`src/rtl/regfile_wb_arbiter_pkg.sv`:
```
// Shared constants, request type and FSM encoding for the register-file
// write-back arbiter.
package regfile_wb_arbiter_pkg;
  localparam int XLEN       = 32;
  localparam int REG_ADDR_W = 5;
  localparam int NUM_REGS   = 32;

  typedef struct packed {
    logic [REG_ADDR_W-1:0] rd;
    logic [XLEN-1:0]       data;
  } rf_wr_req_t;

  typedef enum logic {
    ST_NORMAL = 1'b0,
    ST_FORCE  = 1'b1
  } arb_state_e;

  function automatic logic [NUM_REGS-1:0] rd_onehot(input logic [REG_ADDR_W-1:0] rd);
    logic [NUM_REGS-1:0] one;
    one     = '0;
    one[rd] = 1'b1;
    return one;
  endfunction
endpackage

```
`src/rtl/regfile_wb_arbiter_if.sv`:
```
// Bus bundle between write-back stage, MDU, register file and hazard unit.
interface regfile_wb_arbiter_if;
  import regfile_wb_arbiter_pkg::*;

  logic                  wb_valid;
  logic [REG_ADDR_W-1:0] wb_rd;
  logic [XLEN-1:0]       wb_data;
  logic                  stall_o;
  logic                  mdu_valid;
  logic                  mdu_ready;
  logic [REG_ADDR_W-1:0] mdu_rd;
  logic [XLEN-1:0]       mdu_data;
  logic                  rf_we;
  logic [REG_ADDR_W-1:0] rf_waddr;
  logic [XLEN-1:0]       rf_wdata;
  logic [NUM_REGS-1:0]   pend_mask;

  modport master (
    output wb_valid, wb_rd, wb_data, mdu_valid, mdu_rd, mdu_data,
    input  stall_o, mdu_ready, rf_we, rf_waddr, rf_wdata, pend_mask
  );

  modport slave (
    input  wb_valid, wb_rd, wb_data, mdu_valid, mdu_rd, mdu_data,
    output stall_o, mdu_ready, rf_we, rf_waddr, rf_wdata, pend_mask
  );
endinterface

```
`src/rtl/regfile_wb_arbiter_fifo.sv`:
```
// MDU result FIFO; exposes per-entry valid/rd so the top can build the
// pending-destination mask.
module rf_wb_fifo
  import regfile_wb_arbiter_pkg::*;
#(
  parameter int DEPTH = 4
) (
  input  logic                               clk,
  input  logic                               rst,
  input  logic                               push,
  input  rf_wr_req_t                         push_req,
  input  logic                               pop,
  output rf_wr_req_t                         head,
  output logic                               full,
  output logic                               empty,
  output logic [DEPTH-1:0]                   ent_vld,
  output logic [DEPTH-1:0][REG_ADDR_W-1:0]   ent_rd
);
  localparam int PW = (DEPTH > 1) ? $clog2(DEPTH) : 1;
  localparam int CW = PW + 1;

  rf_wr_req_t     mem [DEPTH];
  logic [PW-1:0]  wr_ptr, rd_ptr;
  logic [CW-1:0]  count;
  logic           push_ok, pop_ok;

  assign full    = (count == CW'(DEPTH));
  assign empty   = (count == '0);
  assign push_ok = push && !full;
  assign pop_ok  = pop && !empty;
  assign head    = mem[rd_ptr];

  for (genvar g = 0; g < DEPTH; g++) begin : g_ent
    assign ent_rd[g] = mem[g].rd;
  end

  always_ff @(posedge clk) begin
    if (push_ok) mem[wr_ptr] <= push_req;
  end

  // Pointers wrap naturally because DEPTH is a power of two.
  always_ff @(posedge clk or negedge rst) begin
    if (!rst) begin
      wr_ptr  <= '0;
      rd_ptr  <= '0;
      count   <= '0;
      ent_vld <= '0;
    end else begin
      if (push_ok) wr_ptr <= wr_ptr + 1'b1;
      if (pop_ok)  rd_ptr <= rd_ptr + 1'b1;
      case ({push_ok, pop_ok})
        2'b10:   count <= count + 1'b1;
        2'b01:   count <= count - 1'b1;
        default: count <= count;
      endcase
      for (int i = 0; i < DEPTH; i++) begin
        if (pop_ok  && rd_ptr == PW'(i)) ent_vld[i] <= 1'b0;
        if (push_ok && wr_ptr == PW'(i)) ent_vld[i] <= 1'b1;
      end
    end
  end
endmodule

```
`src/rtl/regfile_wb_arbiter.sv`:
```
// Single register-file write port shared by the pipeline write-back stage
// and buffered MDU results, with a starvation-forced one-cycle stall.
module regfile_wb_arbiter
  import regfile_wb_arbiter_pkg::*;
#(
  parameter int DEPTH        = 4,
  parameter int STARVE_LIMIT = 8
) (
  input logic                  clk,
  input logic                  rst,
  regfile_wb_arbiter_if.slave  bus
);
  localparam int CNT_W = $clog2(STARVE_LIMIT + 1);

  arb_state_e                    state_q, state_d;
  logic [CNT_W-1:0]              starve_q, starve_d;
  rf_wr_req_t                    wb_req, mdu_req, head, wr_req;
  logic                          full, empty, fifo_push, fifo_pop, wb_win, wr_en;
  logic [DEPTH-1:0]              ent_vld;
  logic [DEPTH-1:0][REG_ADDR_W-1:0] ent_rd;
  logic [NUM_REGS-1:0]           mask;
  logic                          we_q;
  logic [REG_ADDR_W-1:0]         waddr_q;
  logic [XLEN-1:0]               wdata_q;

  assign wb_req    = '{rd: bus.wb_rd,  data: bus.wb_data};
  assign mdu_req   = '{rd: bus.mdu_rd, data: bus.mdu_data};
  assign bus.mdu_ready = !full;
  // x0 results are swallowed here so they never occupy a FIFO slot.
  assign fifo_push = bus.mdu_valid && !full && (bus.mdu_rd != '0);
  assign bus.stall_o = (state_q == ST_FORCE);

  rf_wb_fifo #(.DEPTH(DEPTH)) u_fifo (
    .clk      (clk),
    .rst      (rst),
    .push     (fifo_push),
    .push_req (mdu_req),
    .pop      (fifo_pop),
    .head     (head),
    .full     (full),
    .empty    (empty),
    .ent_vld  (ent_vld),
    .ent_rd   (ent_rd)
  );

  always_comb begin
    state_d  = ST_NORMAL;
    starve_d = '0;
    wb_win   = 1'b0;
    fifo_pop = 1'b0;
    case (state_q)
      ST_FORCE: fifo_pop = !empty;
      default: begin
        wb_win   = bus.wb_valid && (bus.wb_rd != '0);
        fifo_pop = !wb_win && !empty;
        if (!empty && !fifo_pop) starve_d = starve_q + 1'b1;
        if (starve_d == CNT_W'(STARVE_LIMIT)) state_d = ST_FORCE;
      end
    endcase
    wr_en  = wb_win || fifo_pop;
    wr_req = wb_win ? wb_req : head;
  end

  always_ff @(posedge clk or negedge rst) begin
    if (!rst) begin
      state_q  <= ST_NORMAL;
      starve_q <= '0;
      we_q     <= 1'b0;
      waddr_q  <= '0;
      wdata_q  <= '0;
    end else begin
      state_q  <= state_d;
      starve_q <= starve_d;
      we_q     <= wr_en;
      if (wr_en) begin
        waddr_q <= wr_req.rd;
        wdata_q <= wr_req.data;
      end
    end
  end

  assign bus.rf_we    = we_q;
  assign bus.rf_waddr = waddr_q;
  assign bus.rf_wdata = wdata_q;

  always_comb begin
    mask = '0;
    for (int i = 0; i < DEPTH; i++)
      if (ent_vld[i]) mask = mask | rd_onehot(ent_rd[i]);
  end

  assign bus.pend_mask = {mask[NUM_REGS-1:1], 1'b0};
endmodule

```
`src/flat_wrapper.sv`:
```
// flat-port wrapper written by rule: the top's interface ports become plain ports
module regfile_wb_arbiter_flat import regfile_wb_arbiter_pkg::*;
#(
  parameter int DEPTH        = 4,
  parameter int STARVE_LIMIT = 8
)
  (clk, rst, bus_wb_valid, bus_wb_rd, bus_wb_data, bus_mdu_valid, bus_mdu_rd, bus_mdu_data, bus_stall_o, bus_mdu_ready, bus_rf_we, bus_rf_waddr, bus_rf_wdata, bus_pend_mask);
  regfile_wb_arbiter_if bus_i ();
  input logic clk;
  input logic rst;
  input wire logic [$bits(bus_i.wb_valid)-1:0] bus_wb_valid;
  input wire logic [$bits(bus_i.wb_rd)-1:0] bus_wb_rd;
  input wire logic [$bits(bus_i.wb_data)-1:0] bus_wb_data;
  input wire logic [$bits(bus_i.mdu_valid)-1:0] bus_mdu_valid;
  input wire logic [$bits(bus_i.mdu_rd)-1:0] bus_mdu_rd;
  input wire logic [$bits(bus_i.mdu_data)-1:0] bus_mdu_data;
  output wire logic [$bits(bus_i.stall_o)-1:0] bus_stall_o;
  output wire logic [$bits(bus_i.mdu_ready)-1:0] bus_mdu_ready;
  output wire logic [$bits(bus_i.rf_we)-1:0] bus_rf_we;
  output wire logic [$bits(bus_i.rf_waddr)-1:0] bus_rf_waddr;
  output wire logic [$bits(bus_i.rf_wdata)-1:0] bus_rf_wdata;
  output wire logic [$bits(bus_i.pend_mask)-1:0] bus_pend_mask;
  assign bus_i.wb_valid = bus_wb_valid;
  assign bus_i.wb_rd = bus_wb_rd;
  assign bus_i.wb_data = bus_wb_data;
  assign bus_i.mdu_valid = bus_mdu_valid;
  assign bus_i.mdu_rd = bus_mdu_rd;
  assign bus_i.mdu_data = bus_mdu_data;
  assign bus_stall_o = bus_i.stall_o;
  assign bus_mdu_ready = bus_i.mdu_ready;
  assign bus_rf_we = bus_i.rf_we;
  assign bus_rf_waddr = bus_i.rf_waddr;
  assign bus_rf_wdata = bus_i.rf_wdata;
  assign bus_pend_mask = bus_i.pend_mask;
  regfile_wb_arbiter #(.DEPTH(DEPTH), .STARVE_LIMIT(STARVE_LIMIT)) u_core (.clk(clk), .rst(rst), .bus(bus_i));
endmodule
```
`config.mk`:
```
export PLATFORM = sky130hd
export DESIGN_NAME = regfile_wb_arbiter_flat
export DESIGN_NICKNAME = d
export VERILOG_FILES = /design/src/rtl/regfile_wb_arbiter_pkg.sv /design/src/rtl/regfile_wb_arbiter_if.sv /design/src/rtl/regfile_wb_arbiter_fifo.sv /design/src/rtl/regfile_wb_arbiter.sv /design/src/flat_wrapper.sv
export SDC_FILE = /design/constraint.sdc
export NUM_CORES = 1
export LEC_CHECK = 0
export BUFFER_PORTS_ARGS = -buffer_cell sky130_fd_sc_hd__buf_2
export CORE_ASPECT_RATIO = 0.9
export CORE_MARGIN = 3
export CORE_UTILIZATION = 23
export CTS_CLUSTER_SIZE = 10
export DETAILED_ROUTE_END_ITERATION = 10
export GPL_TIMING_DRIVEN = 1
export PLACE_DENSITY = 0.51
export SLEW_MARGIN = 20
export SYNTH_ARGS = -nofsm -noshare
export SYNTH_HDL_FRONTEND = slang
export SYNTH_HIERARCHICAL = 1
export SYNTH_SLANG_ARGS = --single-unit
```
`constraint.sdc`:
```
create_clock -name clk -period 3.3 [get_ports clk]
set_clock_uncertainty 0.05 [all_clocks]
set_input_delay 0.33 -clock clk [delete_from_list [all_inputs] [get_ports clk]]
set_output_delay 0.33 -clock clk [all_outputs]
set_load 0.01 [all_outputs]
```
==> results of run 1 <==
## power by group through the flow
stage | combinational, W | sequential (W) | clock [W]
after floorplan | 0.00219 | 0.00384 | 0
after detailed placement | 0.00311 | 0.00399 | 0
after global placement | 0.00310 | 0.00397 | 0
after global routing | 0.00340 | 0.00403 | 0.00267
final | 0.00310 | 0.00392 | 0.00247
after CTS | 0.00318 | 0.00394 | 0.00257
## per-stage QoR
step                hold WS [ps]  cell area (um^2)
finish                      25.9             11800
global route                6.42             11800
CTS                         1.27             11800
detailed placement           420             10400
global placement             423             10400
floorplan                  -15.6              9210
## cells in the final DEF, fill, tap and decap left out, drive strengths merged, types with 8 or more instances in the layout
cell,count
buf,164
inv,11
dfrtp,54
a32oi,8
nor2b,15
a22oi,23
nand2,15
clkbuf,44
ha,10
mux4,37
nand3,9
dlygate4sd3,67
o221ai,31
edfxtp,148
mux2,75
## layer usage
metal | wire, um | part of all wire (%) | track usage, %
met1 | 11000 | 47 | 15.2
met2 | 10700 | 46 | 17.2
met3 | 1450 | 6.2 | 2.21
met4 | 263 | 1.1 | 1.96
met5 | 0 | 0 | 0
## area by class of cell
cell class	instances	area, um^2	share of cell area [%]
flip-flops and latches	202	5800	49.0
well taps	525	657	5.55
multi-input cells	289	3040	25.6
clock buffers	44	738	6.23
repair buffers	231	1560	13.1
clock inverters	2	17.5	0.148
inverters	10	37.5	0.317
## registers in the layout, indices dropped and copies added, names as in the netlist
register               cells
u_core/u_fifo/mem        148
u_core/bus.rf_wdata       32
u_core/bus.rf_waddr        5
u_core/starve_q            4
u_core/u_fifo/ent_vld      4
u_core/u_fifo/count        3
u_core/u_fifo/rd_ptr       2
u_core/u_fifo/wr_ptr       2
u_core/bus.rf_we           1
u_core/bus.stall_o         1
## timing repair
item                                   4_1_cts  5_1_grt
gates resized for setup                      0        0
hold buffers                                67        0
endpoints found under the hold margin      195        0
## kinds of logic (layout without fill, tap and decap cells)
kind of cell | after synthesis | in the layout
adders and majority gates | 11 | 11
muxes | 112 | 112
xor gates and xnor gates | 7 | 7
buffers and inverters | 61 | 287
AOI/OAI and AO/OA | 71 | 71
DFF | 202 | 202
other | 1 | 1
and+or+nand+nor | 87 | 87
## worst max-delay path by stage
stage | endpoint | from | slack [ps] | cells after the start
2_1_floorplan | u_core/u_fifo/count[2] | bus_wb_rd[1] | 470 | 12
3_3_place_gp | u_core/u_fifo/count[2] | bus_wb_rd[2] | 670 | 11
3_5_place_dp | u_core/u_fifo/count[2] | bus_wb_rd[2] | 660 | 11
4_1_cts | u_core/u_fifo/count[2] | bus_mdu_rd[1] | 660 | 12
5_1_grt | u_core/u_fifo/count[2] | bus_wb_rd[1] | 540 | 12
6_report | u_core/u_fifo/count[2] | bus_mdu_rd[1] | 640 | 12
==> flow_summary.ini, run 1 <==
[critical_path]
worst-path-max-fanout = 11
critPathMaxStageDelay_ps = 540
end_kind = flip-flop
r2r_slack_ps = 760
path_cells = dlygate4sd3_1 -> buf_2 -> or3_1 -> o311a_1 -> nor2b_1 -> inv_1 -> ha_1 -> inv_1 -> fa_1 -> xor2_1 -> nor2_1 -> xor2_1
startpoint_type = primary input
crit_arrival_ps = 3040
worst_r2r_path_depth = 9
r2r-end = u_core/u_fifo/count[1]
critPathKind = in2reg
crit_family = buffers and inverters
critPathBufInv = 4
rr_startpoint = u_core/u_fifo/count[2]
required_ps = 3690
cp_slowest_cell = dlygate4sd3_1

[route]
dr.pass1.iters = 4
initialDrtViolationCount = 393
via_count = 5634
wire_per_inst_um = 18.0
drc = 0
via_per_inst = 4.32
wl_mm = 23.5
ant_nets = 0

[final_layout]
antenna-diode-count = 0
fillers = 4000
nNetsFinal = 848
final_core_util_pct = 30.4
finalNonFillerCells = 1303
syn2layout_area_growth_pct = 28.6
drive_gt1_share_pct = 40.9

[run_status]
outcome = complete, no violations

[logic_synthesis]
yosys.area.top_type = edfxtp_1
ys_top_cells_by_count = edfxtp_1, mux2_2, dfrtp_1
synthArstFlopShare_pct = 26.7
syn_area_um2 = 9210
synth_edf_count = 148
synth_compound_area_share_pct = 6.45
synth_cells = 552
synth.distinct_cells = 43
synth_area_leaders = edfxtp_1, dfrtp_1, mux2_2, mux4_2, o221ai_1
synth_seq_cells = 202
synth_top_family_by_area = multiplexers
synth-seq-area-share_pct = 62.9
synth_most_common_cell = edfxtp_1
synthXorXnorAreaFrac_pct = 0.666
yosysTopAreaCellShare_pct = 48.3
yosys.area_share.simple_pct = 5.92
syn_area_per_cell_um2 = 16.7
synthMuxAreaShare_pct = 18.2
ys_warn_count = 6
synth_adder_area_share_pct = 1.58
synthFlopType = edfxtp_1
syn-num-nets = 641

[power]
p_comb_share_pct = 32.6
p_int_w = 0.00657
switching_share_pct = 30.8
ir_drop_mv = 0.363
power.density_nw_per_um2 = 801
sequentialPowerShare_pct = 41.3
power_switching_w = 0.00292
total_power_w = 0.00949
total_leakage_power_nw = 4.32
clkPwrFrac_pct = 26.0

[sta]
setup_viol = 0
setup_slack_ps = 644
tightestPinTransition_ps = 820
slew_headroom_pct = 45.3
fin_crit_ps = 2660
rsz0062_at_grt = false
hold_viol_final = 0
setup_tns_ps = 0
max_freq_ghz = 0.376
period_share_pct = 80.5
drv_slew = 0

[floorplanning]
io_pins = 150
start_util_pct = 23.6
coreArea_um2 = 39000
die_area_um2 = 42500
fp.dieW_um = 217
rows = 68
die_h_um = 196

[job]
cap_violations = 0

[place]
globalplace.congestion = 0.814
dp_cells = 1190
io_buffer_count = 148
hpwl_mm = 16.2
post-place-ws_ps = 657

[cts]
cts-buffers-inserted = 25
cts-htree-levels = 1
clk_pin_slew_ps = 60
root_buffer = clkbuf_16
ctsLongestPathBuffers = 3
cts_tree = yes
post_cts_buffers = 0
cts.sinks = 202
clk-insertion-delay-late_ps = 510

[worst_hold_path]
hold_depth = 1
min_path_type = in2reg
whs_endpoint = u_core/u_fifo/mem[3][36]
hold_start = bus_mdu_rd[4]

[global_routing]
grtUsageTotal_pct = 10.7
gr-total-overflow = 0
antenna_found_initial = 0
grt_pass1_vias = 5777
grt_max_degree = 44
grt_first_pass_wirelength_mm = 35.6
No activity file was read; power rests on OpenSTA's default activity.
==> inputs of run 2 (changes only) <==
Clock period 3.3 ns to 2.45 ns, I/O delays scaled along.
==> run 2 against run 1 <==
  * Die area is the same
  * Design area is 2.2% higher
  * Critical path depth unchanged
  * Global-route usage up 0.17 points
  * Setup slack got worse by 560 ps
  * Total power increased by 37%
  * Critical path type unchanged
  * Largest power group unchanged
==> flow_summary.ini, run 2 (same netlist as run 1, synthesis figures left out) <==
[place]
hpwl_mm = 15.9
io_buffer_count = 148
globalplace.congestion = 0.837

[sta]
whs_ps = 230
slew_headroom_pct = 55.2
tightestPinTransition_ps = 672
fin_crit_ps = 2370
period_share_pct = 96.6
setup_tns_ps = 0
drv_slew = 0
max_freq_ghz = 0.423
setup_viol = 0
hold_viol_final = 0
rsz0062_at_grt = false

[final_layout]
syn2layout_area_growth_pct = 31.4
multi_input_area_um2 = 3130
seqCellArea_um2 = 5800
nNetsFinal = 862
drive_gt1_share_pct = 42.6
largest_register = u_core/u_fifo/mem
largest_register_ffs = 148
fillers = 3954
final_cell_mix = buf_2, edfxtp_1, dlygate4sd3_1, mux2_2, dfrtp_1

[cts]
cts.sinks = 202
ctsLongestPathBuffers = 3
cts-htree-levels = 1
cts_tree = yes
cts-buffers-inserted = 25
root_buffer = clkbuf_16
clk-insertion-delay-late_ps = 510
clk_pin_slew_ps = 50

[route]
via_per_inst = 4.37
initialDrtViolationCount = 557
wl_mm = 23.5
wire_per_inst_um = 17.8
dr.pass1.iters = 7
via_count = 5766
ant_nets = 0
drc = 0

[run_status]
outcome = complete, no violations

[global_routing]
grtUsageTotal_pct = 10.9
antenna_found_initial = 0
grt_max_degree = 44
grt_first_pass_wirelength_mm = 36.5
gr-total-overflow = 0
grt_pass1_vias = 6013

[critical_path]
crit_family = buffers and inverters
cp_slowest_cell = dlygate4sd3_1
critPathBufInv = 4
end_kind = flip-flop
r2r_slack_ps = 250
critPathMaxStageDelay_ps = 560
startpoint_type = primary input
worst-path-max-fanout = 5
required_ps = 2830
cpMostUsedCell = xor2_1
path_cells = dlygate4sd3_1 -> buf_2 -> or3_1 -> o311a_1 -> nor2b_1 -> inv_1 -> ha_4 -> inv_2 -> fa_2 -> xor2_1 -> nor2_1 -> xor2_1
crit_arrival_ps = 2750
critPathKind = in2reg

[floorplanning]
fp.dieW_um = 217
die_area_um2 = 42500
die_h_um = 196
start_util_pct = 23.6
rows = 68
io_pins = 150
coreArea_um2 = 39000

[job]
cap_violations = 0

[power]
total_leakage_power_nw = 4.42
ir_drop_mv = 0.780
power.density_nw_per_um2 = 1070

[worst_hold_path]
min_path_type = in2async
[run 2: cell count changes in the layout (fill, tap and decap cells not counted), moves of 2 or more]
cell,delta
dlygate4sd3_1,+8
nor4b_1,-2
nor4bb_2,+3
nor4b_2,+2
nor2b_1,-2
nor4bb_1,-5
nor4bb_4,+2
buf_12,+5
[run 2: path summary, 6_finish.rpt]
kind,startpoint,end,cells after the start
setup / recovery,bus_mdu_rd[0],u_core/u_fifo/count[2],12
hold / removal,rst,u_core/bus.stall_o,2
setup reg to reg,u_core/u_fifo/count[2],u_core/u_fifo/mem[0][25],7
hold reg to reg,u_core/starve_q[0],u_core/starve_q[0],1
max in group asynchronous,rst,u_core/bus.rf_wdata[23],3
min in group clk,bus_mdu_valid,u_core/u_fifo/wr_ptr[0],5
[run 2: layer usage]
metal | share of wire, % | GRT usage [%] | routed length [um] | up-vias
met5 | 0 | 0 | 0 | -
met4 | 1.2 | 1.96 | 272 | 0
met3 | 6.5 | 2.12 | 1530 | 24
met2 | 46 | 17.6 | 10800 | 213
met1 | 46 | 15.5 | 10900 | 2871
li1 | - | - | - | 2658
[run 2: what timing repair did]
item                                    in CTS  in global routing
endpoints found under the setup margin       9                 24
pin swaps                                    0                  2
hold buffers                                75                  0
gates resized for setup                      3                 10
setup buffers                                0                  2
hold endpoints to repair                   207                  0
[run 2: cell type report]
cell class,instances,area share [%]
multi-input cells,289,25.8
repair buffers,245,14.4
clock buffers,43,5.89
diodes,1,0.0207
inverters,10,0.310
flip-flops and latches,202,47.9
clock inverters,3,0.186
well taps,525,5.43
[run 2: stage by stage]
| step | instance area, um^2 | total power, W | instances | setup WS (ps) | utilization [%] |
|---|---|---|---|---|---|
| after floorplan | 9240 | 0.00816 | 552 | -167 | - |
| after global placement | 10500 | 0.00963 | 1194 | 9.50 | 27.0 |
| after detailed placement | 10500 | 0.00968 | 1194 | -7.65 | 27.0 |
| after CTS | 12000 | 0.0132 | 1315 | 31.2 | 30.8 |
| after global routing | 12100 | 0.0138 | 1317 | 5.16 | 31.0 |
| final | 12100 | 0.0130 | 1318 | 83.9 | 31.1 |
[run 2: worst register-to-register path, cell delays in order (launching register included)]
cell and delay [ps]:
dfrtp_1 420, nor3b_2 190, inv_1 90, o311a_1 160
nor2b_1 170, buf_4 190, and2_2 390, buf_12 220
[run 2: where the power goes]
part           total (W)  leakage, nW  internal [W]  switching (W)
sequential       0.00513         1.99       0.00465       0.000486
combinational    0.00454         2.08       0.00233        0.00221
clock            0.00330        0.351       0.00197        0.00133
total             0.0130         4.42       0.00894        0.00403
